File: config.mk
export PLATFORM = sky130hd
export DESIGN_NAME = ret_stack
export DESIGN_NICKNAME = d
export VERILOG_FILES = /design/src/rtl/ret_stack_pkg.sv /design/src/rtl/ret_stack_mem.sv /design/src/rtl/ret_stack.sv
export SDC_FILE = /design/constraint.sdc
export NUM_CORES = 1
export LEC_CHECK = 0
export CORE_MARGIN = 4
export CORE_UTILIZATION = 59
export DETAILED_ROUTE_END_ITERATION = 10
export DONT_BUFFER_PORTS = 1
export PLACE_DENSITY = 0.78
export SLEW_MARGIN = 20
export SYNTH_ARGS = -nofsm -noshare
export SYNTH_HDL_FRONTEND = slang
export SYNTH_SLANG_ARGS = --single-unit
File: constraint.sdc
create_clock -name clk -period 5.9 [get_ports clk]
set_clock_uncertainty 0.05 [all_clocks]
set_input_delay 1.18 -clock clk [delete_from_list [all_inputs] [get_ports clk]]
set_output_delay 1.18 -clock clk [all_outputs]
set_load 0.005 [all_outputs]
File: src/rtl/ret_stack_pkg.sv
// Shared helpers for the return-address stack: pointer/count widths and the
// wrapping return-increment add.
package ret_stack_pkg;

    typedef enum logic [1:0] {
        OP_NONE = 2'b00,
        OP_POP  = 2'b01,
        OP_PUSH = 2'b10,
        OP_SWAP = 2'b11
    } stack_op_e;

    function automatic int ptr_width(input int depth);
        return (depth <= 2) ? 1 : $clog2(depth);
    endfunction

    function automatic int cnt_width(input int depth);
        return $clog2(depth + 1);
    endfunction

    // Add the increment and keep only the low w bits (modulo 2^w).
    function automatic logic [63:0] add_inc(input logic [63:0] v, input logic [63:0] inc, input int w);
        logic [63:0] mask;
        mask = (w >= 64) ? {64{1'b1}} : ((64'd1 << w) - 64'd1);
        return (v + inc) & mask;
    endfunction

endpackage

File: src/rtl/ret_stack_mem.sv
// DEPTH x DATA_W register array: one synchronous write port, one
// asynchronous read port. Contents are intentionally not reset.
module ret_stack_mem
    import ret_stack_pkg::*;
#(
    parameter int DATA_W = 10,
    parameter int DEPTH  = 16,
    parameter int PTR_W  = 4
) (
    input  logic              clk,
    input  logic              we,
    input  logic [PTR_W-1:0]  waddr,
    input  logic [DATA_W-1:0] wdata,
    input  logic [PTR_W-1:0]  raddr,
    output logic [DATA_W-1:0] rdata
);

    logic [DATA_W-1:0] mem_q [DEPTH];

    always_ff @(posedge clk) begin
        if (we) begin
            mem_q[waddr] <= wdata;
        end
    end

    assign rdata = mem_q[raddr];

endmodule

File: src/rtl/ret_stack.sv
// LIFO return-address stack with status, sticky errors and registered pop.
// Optional macro RET_STACK_WRAP_EN: a push while full overwrites the oldest entry.
module ret_stack
    import ret_stack_pkg::*;
#(
    parameter int DATA_W = 10,
    parameter int DEPTH  = 16,
    parameter int INC    = 1
) (
    input  logic                            clk,
    input  logic                            reset,
    input  logic                            push,
    input  logic                            pop,
    input  logic [DATA_W-1:0]               push_data,
    input  logic                            clr_err,
    output logic [DATA_W-1:0]               pop_data,
    output logic                            pop_valid,
    output logic [DATA_W-1:0]               top,
    output logic [cnt_width(DEPTH)-1:0]     count,
    output logic                            empty,
    output logic                            full,
    output logic                            overflow,
    output logic                            underflow
);

    localparam int PTR_W = ptr_width(DEPTH);
    localparam int CNT_W = cnt_width(DEPTH);
    localparam logic [CNT_W-1:0] DEPTH_C = CNT_W'(DEPTH);

    logic [PTR_W-1:0]  tp_q, tp_d;
    logic [CNT_W-1:0]  count_q, count_d;
    logic [DATA_W-1:0] pop_data_q, pop_data_d;
    logic              pop_valid_q, pop_valid_d;
    logic              overflow_q, overflow_d;
    logic              underflow_q, underflow_d;

    logic              we_s;
    logic [PTR_W-1:0]  waddr_s;
    logic [DATA_W-1:0] rdata_s;
    logic [DATA_W-1:0] inc_data_s;
    logic              is_empty_s;
    logic              is_full_s;
    stack_op_e         op_s;

    ret_stack_mem #(
        .DATA_W (DATA_W),
        .DEPTH  (DEPTH),
        .PTR_W  (PTR_W)
    ) u_mem (
        .clk   (clk),
        .we    (we_s & ~reset),
        .waddr (waddr_s),
        .wdata (push_data),
        .raddr (tp_q),
        .rdata (rdata_s)
    );

    assign is_empty_s = (count_q == {CNT_W{1'b0}});
    assign is_full_s  = (count_q == DEPTH_C);
    assign op_s       = stack_op_e'({push, pop});
    assign inc_data_s = DATA_W'(add_inc(64'(rdata_s), 64'(INC), DATA_W));

    // Next-state decode for pointer, count, pop output and error flags.
    always_comb begin
        tp_d        = tp_q;
        count_d     = count_q;
        pop_data_d  = pop_data_q;
        pop_valid_d = 1'b0;
        overflow_d  = overflow_q & ~clr_err;
        underflow_d = underflow_q & ~clr_err;
        we_s        = 1'b0;
        waddr_s     = tp_q;
        case (op_s)
            OP_PUSH: begin
                if (!is_full_s) begin
                    tp_d    = tp_q + PTR_W'(1);
                    waddr_s = tp_q + PTR_W'(1);
                    we_s    = 1'b1;
                    count_d = count_q + CNT_W'(1);
                end else begin
                    overflow_d = 1'b1;
`ifdef RET_STACK_WRAP_EN
                    // Overwrite the oldest slot, which is the one just above tp.
                    tp_d    = tp_q + PTR_W'(1);
                    waddr_s = tp_q + PTR_W'(1);
                    we_s    = 1'b1;
`else
                    we_s    = 1'b0;
`endif
                end
            end
            OP_POP: begin
                if (!is_empty_s) begin
                    pop_data_d  = inc_data_s;
                    pop_valid_d = 1'b1;
                    tp_d        = tp_q - PTR_W'(1);
                    count_d     = count_q - CNT_W'(1);
                end else begin
                    underflow_d = 1'b1;
                end
            end
            OP_SWAP: begin
                if (!is_empty_s) begin
                    // Top replaced in place; a full stack cannot overflow here.
                    pop_data_d  = inc_data_s;
                    pop_valid_d = 1'b1;
                    waddr_s     = tp_q;
                    we_s        = 1'b1;
                end else begin
                    underflow_d = 1'b1;
                    tp_d        = tp_q + PTR_W'(1);
                    waddr_s     = tp_q + PTR_W'(1);
                    we_s        = 1'b1;
                    count_d     = CNT_W'(1);
                end
            end
            default: begin
                we_s = 1'b0;
            end
        endcase
    end

    // State registers; reset overrides every input.
    always_ff @(posedge clk) begin
        if (reset) begin
            tp_q        <= {PTR_W{1'b0}};
            count_q     <= {CNT_W{1'b0}};
            pop_data_q  <= {DATA_W{1'b0}};
            pop_valid_q <= 1'b0;
            overflow_q  <= 1'b0;
            underflow_q <= 1'b0;
        end else begin
            tp_q        <= tp_d;
            count_q     <= count_d;
            pop_data_q  <= pop_data_d;
            pop_valid_q <= pop_valid_d;
            overflow_q  <= overflow_d;
            underflow_q <= underflow_d;
        end
    end

    assign pop_data  = pop_data_q;
    assign pop_valid = pop_valid_q;
    assign top       = rdata_s;
    assign count     = count_q;
    assign empty     = is_empty_s;
    assign full      = is_full_s;
    assign overflow  = overflow_q;
    assign underflow = underflow_q;

endmodule

==> impl_metrics.yaml <==
floorplan:
  die_y_um: 123
  io_pins: 45
  dieArea_mm2: 0.0151
  die_w_um: 123
  initial_core_util: 0.608
  core_area_mm2: 0.0128
  rows: 41
global_routing:
  grt_max_degree: 41
  grt_pass1_wl_um: 24800
  grt_usage: 0.232
  grt_pass1_vias: 4175
  antenna_found_initial: 0
  overflow: 0
synth:
  avgSynthCellArea_um2: 17.0
  yosys.area_share.xor_xnor: 0.00790
  synth_seq_cells: 186
  synth.net_count: 478
  synth_top_family_by_area: "multiplexers"
  postSynthCellCount: 456
  yosysTopAreaCellShare: 0.619
  synth_mux_area_frac: 0.144
  synth_fa_ha_area_frac: 0.0123
  synthTopCellsByCount: "edfxtp_1, nor2_1, dfxtp_1"
  synth-compound-area-share: 0.0550
  synth_seq_area_share: 0.686
  synth.yosys.warnings: 0
  synth_top_cell_by_area: "edfxtp_1"
  yosys.area_share.simple: 0.0698
  synthesis.area_mm2: 0.00776
  yosys-top-cells-area: "edfxtp_1, mux4_1, dfxtp_1"
  synth_edf_count: 160
  synth_most_common_cell: "edfxtp_1"
  synth_cell_types: 51
  synthFlopType: "edfxtp_1"
  synthArstFlopShare: 0
status:
  status: "complete, no violations"
sta:
  timing.final.max_slew_violations: 0
  worst_slack_ns: 1.85
  timing.fmax_ghz: 0.247
  rsz0062_at_grt: "no"
  finalCritPeriodShare: 0.686
  setup_viol: 0
  fin_crit_ns: 4.05
  worst_slew_pin_slew_ns: 1.12
  tns_ns: 0
  slew_headroom: 0.251
  finalHoldViolCount: 0
clocking:
  clk_pin_slew_ns: 0.07
  cts-buffers-inserted: 17
  cts_hold_buf: 0
  cts_setup_buffers: 0
  ctsRootBufferMaster: "clkbuf_16"
  worstSkewPairLatency_ns: 0.43
  clk_path_buf_depth: 2
  cts_resized: 0
  htreeDepth: 4
  cts.sinks: 186
  cts_tree: "built"
routing:
  ant_nets: 0
  first_pass_iters: 6
  num_vias: 4257
  wire_per_inst_um: 25.7
  via_per_inst: 6.67
  drtIter0Drc: 443
  finalWirelength_um: 16400
  drc: 0
layout:
  fin_nets: 475
  area_delta_synth_final_pct: 8.46
  diodes: 0
  n_fill_cell: 798
  final_layout_size_suffix_gt1_frac: 0.131
  design_area_mm2: 0.00842
  fin_cells: 638
placed_design:
  placed_area_mm2: 0.00784
  place_ws_ns: 2.15
  gp_congestion: 0.813
  place_inst: 606
  portBuffers: 0
  dp_hpwl_um: 10500
run:
  maxCapViolations: 0
pwr:
  power.total_w: 0.00306
  leakagePower_nw: 2.71
  ir_worst_vdd_mv: 0.270
  power_density_mw_per_mm2: 363
min_path:
  hp-class: "reg2reg"
worst_setup_path:
  cp_data_required_time_ns: 4.67
  worstSetupEndpointType: "primary output"
  cp.arrival_ns: 2.82
  path_max_fanout: 21
  path_class: "reg2out"
  setup.worst_path.start_class: "register"
==> per-layer routing <==
layer  vias up  track usage  part of all wire
li1       1825            -                 -
met1      2154        0.321              0.41
met5         -            0                 0
met3        27       0.0760             0.099
met4         0       0.0798             0.019
met2       251        0.351              0.47
==> flip-flops by register name, summed over array words and instances, names as in the netlist, named ones only <==
register and flops:
pop_valid 1, count 5, pop_data 10, overflow 1
underflow 1, u_mem.mem_q 160, tp_q 4
==> where the power goes <==
part	internal [W]	leakage, nW	switching (W)
Clock	0.000644	0.272	0.000460
Sequential	0.00148	1.66	0.0000557
Combinational	0.000170	0.786	0.000248
Total	0.00230	2.71	0.000763
==> cell usage in the layout (no fill, tap or decap), types with 12 or more instances in the layout <==
cell         n
edfxtp_1   160
nor2_1      43
mux4_1      25
dfxtp_1     25
nand2_1     20
mux4_2      18
clkbuf_16   17
a22oi_1     15
a21oi_1     14
nor3_1      12
==> cell families (layout without fill, tap and decap cells) <==
family,after synthesis,count (layout)
compound gates,60,60
xor+xnor,7,7
fa+ha+maj,7,7
buf+inv,34,44
flops,186,186
mux,48,48
simple gates,114,114
==> stage by stage <==
step           hold slack, ns   util
2_1_floorplan           0.403      -
3_3_place_gp            0.424  0.614
3_5_place_dp            0.424  0.614
4_1_cts                 0.433  0.658
5_1_grt                 0.487  0.659
6_report                0.435  0.659
==> critical path, cell delays in order (launching register included) <==
cell and delay, ns:
dfxtp_2 0.78, buf_4 0.47, mux4_1 0.61, a22oi_1 0.28
nand2_1 0.25
==> worst paths after layout <==
check,startpoint,endpoint,slack (ns),cells after the start
worst max-delay path,register,top[3],1.85,4
worst min-delay path,pop_data[1],pop_data[1],0.43,2
worst min register to register,pop_data[1],pop_data[1],0.43,2
worst max register to register,count[1],u_mem.mem_q[13][1],2.13,6
==> area by class of cell <==
type	instances	area (um^2)	area share
Sequential cell	186	5330	0.633
Inverter	9	33.8	0.00401
Clock buffer	24	472	0.0560
Clock inverter	8	97.6	0.0116
Multi-Input combinational cell	236	2250	0.267
Tap cell	172	215	0.0256
Timing Repair Buffer	3	22.5	0.00268
No activity file was read; power rests on OpenSTA's default activity.
